### src/rtl/nixie_pkg.sv
// Shared definitions for the nixie clock time editor: state encoding, digit
// indices and per-digit BCD limits.
package nixie_pkg;

    typedef enum logic {
        ST_RUN  = 1'b0,
        ST_EDIT = 1'b1
    } state_t;

    localparam logic [2:0] SEC_ONES = 3'd0;
    localparam logic [2:0] SEC_TENS = 3'd1;
    localparam logic [2:0] MIN_ONES = 3'd2;
    localparam logic [2:0] MIN_TENS = 3'd3;
    localparam logic [2:0] HR_ONES  = 3'd4;
    localparam logic [2:0] HR_TENS  = 3'd5;

    localparam logic [2:0] CURSOR_MAX = HR_TENS;

    localparam logic [3:0] LIM_SEC_ONES    = 4'd9;
    localparam logic [3:0] LIM_SEC_TENS    = 4'd5;
    localparam logic [3:0] LIM_MIN_ONES    = 4'd9;
    localparam logic [3:0] LIM_MIN_TENS    = 4'd5;
    localparam logic [3:0] LIM_HR_ONES     = 4'd9;
    localparam logic [3:0] LIM_HR_ONES_20S = 4'd3;
    localparam logic [3:0] LIM_HR_TENS     = 4'd2;

    // Hour ones limit depends on the current hour tens digit (20-23).
    function automatic logic [3:0] digit_limit(input logic [2:0] idx,
                                               input logic [3:0] hr_tens);
        case (idx)
            SEC_ONES: digit_limit = LIM_SEC_ONES;
            SEC_TENS: digit_limit = LIM_SEC_TENS;
            MIN_ONES: digit_limit = LIM_MIN_ONES;
            MIN_TENS: digit_limit = LIM_MIN_TENS;
            HR_ONES:  digit_limit = (hr_tens == LIM_HR_TENS) ? LIM_HR_ONES_20S : LIM_HR_ONES;
            HR_TENS:  digit_limit = LIM_HR_TENS;
            default:  digit_limit = LIM_SEC_ONES;
        endcase
    endfunction

endpackage

### src/rtl/bcd_time_counter.sv
// 24-bit packed BCD HHMMSS time register with one-second increment and
// parallel load; 23:59:59 wraps to 00:00:00. Load wins over increment.
module bcd_time_counter
    import nixie_pkg::*;
#(
    parameter logic [23:0] RESET_TIME = 24'h000000
) (
    input  logic        i_clk,
    input  logic        i_rst_n,
    input  logic        i_inc,
    input  logic        i_load,
    input  logic [23:0] i_load_value,
    output logic [23:0] o_time
);

    logic [23:0] r_time;
    logic [23:0] w_next;

    always_comb begin
        w_next = r_time;
        if (r_time[3:0] != LIM_SEC_ONES) begin
            w_next[3:0] = r_time[3:0] + 4'd1;
        end else begin
            w_next[3:0] = '0;
            if (r_time[7:4] != LIM_SEC_TENS) begin
                w_next[7:4] = r_time[7:4] + 4'd1;
            end else begin
                w_next[7:4] = '0;
                if (r_time[11:8] != LIM_MIN_ONES) begin
                    w_next[11:8] = r_time[11:8] + 4'd1;
                end else begin
                    w_next[11:8] = '0;
                    if (r_time[15:12] != LIM_MIN_TENS) begin
                        w_next[15:12] = r_time[15:12] + 4'd1;
                    end else begin
                        w_next[15:12] = '0;
                        if (r_time[23:16] == {LIM_HR_TENS, LIM_HR_ONES_20S}) begin
                            w_next[23:16] = '0;
                        end else if (r_time[19:16] == LIM_HR_ONES) begin
                            w_next[19:16] = '0;
                            w_next[23:20] = r_time[23:20] + 4'd1;
                        end else begin
                            w_next[19:16] = r_time[19:16] + 4'd1;
                        end
                    end
                end
            end
        end
    end

    always_ff @(posedge i_clk or negedge i_rst_n) begin
        if (!i_rst_n) begin
            r_time <= RESET_TIME;
        end else if (i_load) begin
            r_time <= i_load_value;
        end else if (i_inc) begin
            r_time <= w_next;
        end
    end

    assign o_time = r_time;

endmodule

### src/rtl/time_edit_controller.sv
// Nixie clock RUN/EDIT controller: runs the BCD time, edits one digit at a time
// under a cursor. Define NIXIE_CURSOR_BLINK_EN to blink the cursor LED at 1 Hz.
module time_edit_controller
    import nixie_pkg::*;
#(
    parameter logic [23:0] RESET_TIME = 24'h000000
) (
    input  logic        clk,
    input  logic        reset_n,
    input  logic        tick_1hz,
    input  logic        set,
    input  logic        left,
    input  logic        right,
    input  logic        up,
    input  logic        down,
    output logic [23:0] time_bcd,
    output logic [2:0]  cursor_pos,
    output logic [7:0]  led_values,
    output logic        edit_mode
);

    state_t      r_state;
    logic [2:0]  r_cursor;
    logic [7:0]  r_led;
    logic        r_edit_mode;

    logic [23:0] w_time;
    logic [23:0] w_edit_time;
    logic [23:0] w_load_value;
    logic        w_load;
    logic        w_inc;
    logic [3:0]  w_sel_dig;
    logic [3:0]  w_new_dig;
    logic [3:0]  w_lim;
    logic [2:0]  w_cursor_next;
    logic [7:0]  w_led_onehot;
    logic [7:0]  w_led_enter;
    logic [7:0]  w_led_edit;

    // Digit edit uses the pre-move cursor; no carry between digits.
    always_comb begin
        w_sel_dig = '0;
        for (int unsigned i = 0; i < 6; i++) begin
            if (r_cursor == 3'(i)) w_sel_dig = w_time[4*i +: 4];
        end
        w_lim     = digit_limit(r_cursor, w_time[23:20]);
        w_new_dig = w_sel_dig;
        if (up && !down) begin
            w_new_dig = (w_sel_dig >= w_lim) ? 4'd0 : w_sel_dig + 4'd1;
        end else if (down && !up) begin
            w_new_dig = (w_sel_dig == 4'd0) ? w_lim : w_sel_dig - 4'd1;
        end
        w_edit_time = w_time;
        for (int unsigned i = 0; i < 6; i++) begin
            if (r_cursor == 3'(i)) w_edit_time[4*i +: 4] = w_new_dig;
        end
        if (w_edit_time[23:20] == LIM_HR_TENS && w_edit_time[19:16] > LIM_HR_ONES_20S) begin
            w_edit_time[19:16] = LIM_HR_ONES_20S;
        end
    end

    always_comb begin
        w_cursor_next = r_cursor;
        if (left && !right) begin
            w_cursor_next = (r_cursor == CURSOR_MAX) ? 3'd0 : r_cursor + 3'd1;
        end else if (right && !left) begin
            w_cursor_next = (r_cursor == 3'd0) ? CURSOR_MAX : r_cursor - 3'd1;
        end
    end

    assign w_led_onehot = 8'd1 << w_cursor_next;
    assign w_led_enter  = 8'd1 << r_cursor;

    // Leaving EDIT reloads the time with seconds cleared.
    assign w_load       = (r_state == ST_EDIT);
    assign w_load_value = set ? {w_time[23:8], 8'h00} : w_edit_time;
    assign w_inc        = !set && (r_state == ST_RUN) && tick_1hz;

`ifdef NIXIE_CURSOR_BLINK_EN
    logic r_lit;
    logic w_lit_next;

    assign w_lit_next = (left ^ right) ? 1'b1 : (tick_1hz ? ~r_lit : r_lit);
    assign w_led_edit = w_lit_next ? w_led_onehot : 8'h00;

    always_ff @(posedge clk or negedge reset_n) begin
        if (!reset_n) begin
            r_lit <= 1'b1;
        end else if (set) begin
            r_lit <= 1'b1;
        end else if (r_state == ST_EDIT) begin
            r_lit <= w_lit_next;
        end
    end
`else
    assign w_led_edit = w_led_onehot;
`endif

    always_ff @(posedge clk or negedge reset_n) begin
        if (!reset_n) begin
            r_state     <= ST_RUN;
            r_cursor    <= '0;
            r_led       <= '0;
            r_edit_mode <= 1'b0;
        end else if (set) begin
            if (r_state == ST_RUN) begin
                r_state     <= ST_EDIT;
                r_edit_mode <= 1'b1;
                r_led       <= w_led_enter;
            end else begin
                r_state     <= ST_RUN;
                r_edit_mode <= 1'b0;
                r_led       <= '0;
            end
        end else if (r_state == ST_EDIT) begin
            r_cursor <= w_cursor_next;
            r_led    <= w_led_edit;
        end
    end

    bcd_time_counter #(
        .RESET_TIME(RESET_TIME)
    ) u_counter (
        .i_clk        (clk),
        .i_rst_n      (reset_n),
        .i_inc        (w_inc),
        .i_load       (w_load),
        .i_load_value (w_load_value),
        .o_time       (w_time)
    );

    assign time_bcd   = w_time;
    assign cursor_pos = r_cursor;
    assign led_values = r_led;
    assign edit_mode  = r_edit_mode;

endmodule

### config.mk
export PLATFORM = sky130hd
export DESIGN_NAME = time_edit_controller
export DESIGN_NICKNAME = d
export VERILOG_FILES = /design/src/rtl/nixie_pkg.sv /design/src/rtl/bcd_time_counter.sv /design/src/rtl/time_edit_controller.sv
export SDC_FILE = /design/constraint.sdc
export NUM_CORES = 1
export LEC_CHECK = 0
export ABC_AREA = 0
export CORE_ASPECT_RATIO = 1.2
export CORE_MARGIN = 2
export CORE_UTILIZATION = 30
export CTS_CLUSTER_DIAMETER = 60
export DETAILED_ROUTE_END_ITERATION = 12
export HOLD_SLACK_MARGIN = 0.08
export SLEW_MARGIN = 20
export SYNTH_ARGS = -nofsm -noshare
export SYNTH_HDL_FRONTEND = slang
export SYNTH_SLANG_ARGS = --single-unit
### constraint.sdc
create_clock -name clk -period 11.1 [get_ports clk]
set_input_delay 2.775 -clock clk [delete_from_list [all_inputs] [get_ports clk]]
set_output_delay 2.775 -clock clk [all_outputs]
set_load 0.01 [all_outputs]
== Yosys cells after proc, flatten, opt, wreduce, memory -nomap -nowiden ==
Cells that the tools add are included.

* Register bits: 36
* Latch bits: 0
* Memory bits (writable): 0
* ROM bits: 0
* Bits of input ports: 8
* Output and inout port bits: 36
* Logic and storage cells: 113
* Memories: 0

* Add/subtract/negate cells: 10
* $mul: 0
* Div/mod/pow operators: 0
* Magnitude comparators: 2
* Equal/unequal tests: 22
* Shifts and indexed selects: 2
* Multiplexer cells: 41
* Bitwise gates (word level): 2
* Reductions and logical operators: 25

{| class="wikitable"
|+ Operators with widths
! operator !! count
|-
| two-way mux 4 bit || 24
|-
| two-way mux 24 bit || 3
|-
| two-way mux 8 bit || 5
|-
| adder 4 x 1 -> 4 bit, second input constant || 7
|-
| two-way mux 20 bit || 1
|-
| two-way mux 16 bit || 1
|-
| left shift 1 x 3 -> 8 bit, first input constant || 2
|-
| two-way mux 12 bit || 1
|-
| two-way mux 3 bit || 4
|-
| one-hot mux 4 bit (3 select lines) || 1
|-
| AND reduction 6 bit || 2
|-
| != test 2 bit, second input constant || 5
|-
| == test 4 x 2 -> 1 bit, second input constant || 2
|-
| == test 8 x 6 -> 1 bit, second input constant || 1
|-
| != test 4 x 3 -> 1 bit, second input constant || 2
|-
| != test 4 bit, second input constant || 2
|-
| logical AND 1 bit || 7
|-
| AND reduction 7 bit || 1
|-
| == test 3 x 2 -> 1 bit, second input constant || 2
|-
| == test 3 bit, second input constant || 2
|-
| != test 3 x 2 -> 1 bit, second input constant || 2
|-
| zero test 1 bit || 5
|-
| AND reduction 5 bit || 1
|-
| == test 4 bit, second input constant || 1
|-
| other kinds (16) || 20
|}

== Longest topological paths before layout ==
* Word-level depth: 17
* Mapped depth: 17
* Mapped depth without buffers: 16

== Cells and area by module ==
Synthesis repeated with hierarchy kept, for this count alone.

* Cell total of the unflattened synthesis: 442
* Area total of the unflattened synthesis: 3,554.7 um2

{| class="wikitable"
|+ By module, submodules not included
! module !! instances !! cells an instance !! area each (um2) !! seq. area each (um2)
|-
| time_edit_controller || 1 || 270 || 1,921.8 || 300.3
|-
| bcd_time_counter || 1 || 172 || 1,632.8 || 600.6
|}

== Worst setup path before layout ==
Ideal clock, no wire load.

* Kind: input port to flip-flop
* Start point: input port down
* End point: register u_counter.r_time[18] (netlist: u_counter.o_time[18])
* Setup time: 0.126 ns
* Arrival: 4.293 ns
* Data required time: 10.974 ns
* Setup slack: 6.681 ns
* Cell stages on the path: 9
* Buffers on the path: 0
* Cells stage by stage: nand2b_1 -> nor2_1 -> o21ai_0 -> a311o_1 -> o221ai_2 -> or2_4 -> o31ai_4 -> a21oi_2 -> a221o_1

* Longest elaborated chain between the ends: 9
* Elaborated cells on any way between the ends: 13
* Classes of those cells: 1 x order compare; 1 x eq/ne; 7 x mux; 4 x reduce/logical

{| class="wikitable"
|+ RTL lines
! element !! RTL line !! source
|-
| from (decl) || time_edit_controller.sv:15 || <nowiki>input logic down,</nowiki>
|-
| logical AND 1 bit or zero test 1 bit (tied branches) || time_edit_controller.sv:50, time_edit_controller.sv:48 ||
|-
| two-way mux 4 bit or logical AND 1 bit (tied branches) || time_edit_controller.sv:50, time_edit_controller.sv:48 ||
|-
| two-way mux 4 bit (*) || time_edit_controller.sv:48 || <nowiki>if (up && !down) begin</nowiki>
|-
| two-way mux 4 bit || time_edit_controller.sv:55 || <nowiki>if (r_cursor == 3'(i)) w_edit_time[4*i +: 4] = w_new_dig;</nowiki>
|-
| > comparator 4 x 2 -> 1 bit or == test 4 x 2 -> 1 bit (tied branches) || time_edit_controller.sv:57 || <nowiki>if (w_edit_time[23:20] == LIM_HR_TENS && w_edit_time[19:16] > LIM_HR_ONES_20S) begin</nowiki>
|-
| logical AND 1 bit || time_edit_controller.sv:57 ||
|-
| two-way mux 4 bit (*) || time_edit_controller.sv:57 ||
|-
| two-way mux 24 bit (*) || time_edit_controller.sv:76 || <nowiki>assign w_load_value = set ? {w_time[23:8], 8'h00} : w_edit_time;</nowiki>
|-
| two-way mux 24 bit (*) || bcd_time_counter.sv:54 || <nowiki>end else if (i_load) begin</nowiki>
|-
| to (signal assigned) || bcd_time_counter.sv:55 || <nowiki>r_time <= i_load_value;</nowiki>
|-
| to (signal assigned) || bcd_time_counter.sv:57 || <nowiki>r_time <= w_next;</nowiki>
|-
| to (decl) || bcd_time_counter.sv:16 || <nowiki>logic [23:0] r_time;</nowiki>
|}

Mark *: on every way between the ends. The rest lies on a longest branch, timed or not. The select of a mux whose other input is x is not followed.
A chain may end at the register's enable or synchronous reset.

== Final worst setup path ==
Same ends and word-level chain as after synthesis.

==> results.py <==
metrics = {
    "synthesis": {
        "synth_ff_type": "dfrtp_1",
        "synthCells": 375,
        "ys_types": 63,
        "yosysTopAreaCell": "dfrtp_1",
        "ys_top_cells_by_area": "dfrtp_1, o21ai_0, ha_1",
        "syn_avg_cell_area_um2": 8.16,
        "yosys_warnings": 0,
        "syn_area_um2": 3060,
        "ys_async_sr_fraction_pct": 100,
        "synth_top_cell_area_share_pct": 29.4,
        "yosysSeqAreaShare_pct": 29.4,
        "ys_seq_elements": 36,
        "synth-edff-count": 0,
        "synth_nets": 395,
    },
    "drt": {
        "drt.antenna.violating_nets": 0,
        "drc": 0,
        "drt_iter0_markers": 252,
        "routed_wl_um": 9260,
        "vias": 3067,
        "dr.pass1.iters": 4,
        "post_drt_wl_per_cell_um": 17.3,
        "drt-vias-per-instance": 5.73,
    },
    "clock_network": {
        "postCtsHoldBufs": 0,
        "ctsLongestPathBuffers": 2,
        "h-tree-depth": 2,
        "post-cts-setup-buffers": 0,
        "clk_pin_slew_ps": 60,
        "clock_latency_ps": 280,
        "cts_buffers": 5,
        "cts_tree": "built",
        "cts_root_buffer": "clkbuf_16",
        "post_cts_resized": 0,
        "clock-sinks": 36,
    },
    "floorplan": {
        "dieHeight_um": 115,
        "core_area_um2": 9960,
        "dieArea_um2": 11000,
        "rows": 40,
        "start_util_pct": 30.7,
        "die_w_um": 96.2,
        "boundaryPins": 44,
    },
    "setup_path": {
        "cp-end-kind": "register",
        "max_stage_delay_ps": 560,
        "cp_num_buf_inv": 1,
        "worstPathRequired_ps": 11260,
        "worstSetupStartpointType": "primary input",
        "rr_endpoint": "u_counter.o_time[18]",
        "reg2reg_from": "cursor_pos[1]",
        "path_max_fanout": 6,
        "reg2reg_depth": 16,
        "ff2ff_setup_slack_ps": 5990,
        "crit_type": "primary input to register",
        "cp_slowest_cell": "clkdlybuf4s50_1",
        "cpMostUsedCell": "nand2_1",
        "crit_chain": "clkdlybuf4s50_1 -> nor2b_1 -> nand2_1 -> nand2_1 -> o21ai_0 -> o22ai_1 -> nand2_1 -> o31ai_4 -> a21oi_2 -> a221o_1",
        "worstPathArrival_ps": 5340,
        "crit_family": "compound AO/OA/AOI/OAI gates",
        "path_depth": 10,
    },
    "place": {
        "dpl.cell_count": 527,
        "port_buffers": 43,
        "routabilityCongestion": 0.900,
        "dp_hpwl_um": 6690,
        "dp_slack_ps": 5710,
    },
    "finish": {
        "final_cell_mix": "clkdlybuf4s50_1, o21ai_0, dfrtp_1, nor2_1, nand2_1",
        "multi_input_area_um2": 1980,
        "layout.nets": 428,
        "fill_cells": 1021,
        "area_delta_synth_final_pct": 21.3,
        "drive_above_1_share_pct": 7.09,
        "layout.cells.non_filler": 535,
        "antenna_cells": 0,
        "seqCellArea_um2": 901,
        "final_common_cell": "clkdlybuf4s50_1",
    },
    "timing": {
        "period_minus_slack_ps": 5180,
        "fin_skew_ps": 4.80,
        "worst_slew_pin_slew_ps": 859,
        "slew_headroom_pct": 42.3,
        "finalCritPeriodShare_pct": 46.6,
        "rsz0062_at_grt": "no",
        "max_freq_mhz": 193,
        "finalSetupTns_ps": 0,
        "worst_slack_ps": 5920,
        "hold_viol": 0,
        "setup_violations": 0,
        "maxSlewViolCount": 0,
    },
    "run_status": {
        "status": "finished clean",
    },
    "global_route": {
        "grt_pass1_wl_um": 15200,
        "groute.usage.overall_pct": 17.5,
        "grt_pass1_vias": 2989,
        "grt_max_degree": 48,
        "antenna_found_initial": 0,
        "overflow": 0,
    },
    "min_path": {
        "min_from": "led_values[7]",
        "whs_path_depth": 2,
        "worstHoldPathType": "register to register",
        "whs_endpoint": "led_values[7]",
    },
    "power": {
        "p_leak_nw": 1.46,
        "vdd_drop_max_uv": 126,
        "power_density_nw_per_um2": 309,
    },
    "run": {
        "maxCapViolations": 0,
    },
}
==> worst max path at each step <==
| stage | from | endpoint | slack (ps) |
|---|---|---|---|
| 3_5_place_dp | down | u_counter.o_time[18] | 5710 |
| 3_3_place_gp | set | u_counter.o_time[21] | 5830 |
| 5_1_grt | cursor_pos[1] | u_counter.o_time[18] | 5580 |
| 4_1_cts | set | u_counter.o_time[21] | 5970 |
| 2_1_floorplan | down | u_counter.o_time[18] | 6680 |
| 6_report | down | u_counter.o_time[18] | 5920 |
==> sequential cells by signal (all words and copies together), names as in the netlist <==
| signal | flops |
|---|---|
| r_state | 1 |
| u_counter.o_time | 24 |
| cursor_pos | 3 |
| led_values | 8 |
==> cell families (layout without fill, tap and decap cells) <==
logic type               after synthesis  count (layout)  synth area share [%]
AO/OA/AOI/OAI                        144             144                  33.0
AND/OR/NAND/NOR                      124             124                  21.2
buffers and inverters                 42              76                  5.97
flip-flops                            36              36                  29.4
multiplexers                          13              13                  4.33
adder cells (fa/ha/maj)               12              12                  4.90
XOR/XNOR                               4               4                  1.14
==> worst register-to-register path, stage by stage (launching register included) <==
cell and delay, ps:
dfrtp_1 830, inv_1 180, nor2_1 220, ha_1 460
a221oi_2 90, a221oi_4 560, inv_1 140, ha_1 300
nand2b_1 90, a211oi_1 60, o21ai_0 550, o21ai_0 180
o22ai_1 420, nand2_1 170, o31ai_4 280, a21oi_2 100
a221o_1 350
==> layout make-up <==
cell class / count / area share [%]
multi-input cells: 297 / 53.3
flip-flops and latches: 36 / 24.3
repair buffers: 45 / 11.9
well taps: 126 / 4.25
clock buffers: 6 / 3.74
inverters: 23 / 2.33
clock inverters: 2 / 0.270
==> report_power, final <==
| group | switching [mW] | internal [mW] |
|---|---|---|
| Clock | 0.0557 | 0.0885 |
| Combinational | 0.401 | 0.315 |
| Sequential | 0.105 | 0.180 |
==> per-layer routing <==
| metal | routed length [um] | global-route usage, % | vias up |
|---|---|---|---|
| met5 | 0 | 0 | - |
| met4 | 221 | 6.48 | 0 |
| met3 | 489 | 3.29 | 22 |
| met2 | 4580 | 28.8 | 92 |
| met1 | 3960 | 22.6 | 1490 |
| li1 | - | - | 1463 |
==> Yosys cell counts (6+ instances only) <==
cell,instances
o21ai_0,40
dfrtp_1,36
nor2_1,34
nand2_1,26
a21oi_1,21
inv_1,19
o22ai_1,15
nor2b_1,14
clkbuf_1,13
ha_1,12
mux2i_1,11
nand2b_1,11
a31oi_1,10
a211oi_1,9
nor3b_1,9
a22o_1,7
nand3_1,7
nor3_1,7
o21bai_1,6
==> through the flow <==
stage	area (um2)	utilization, %	power (mW)	hold WS (ps)
after floorplan	3060	-	0.757	599
after global placement	3560	35.8	0.987	591
after detailed placement	3560	35.8	1.00	598
after CTS	3710	37.3	1.15	613
after global routing	3710	37.3	1.24	641
final	3710	37.3	1.15	614
No activity file was read; power rests on OpenSTA's default activity.
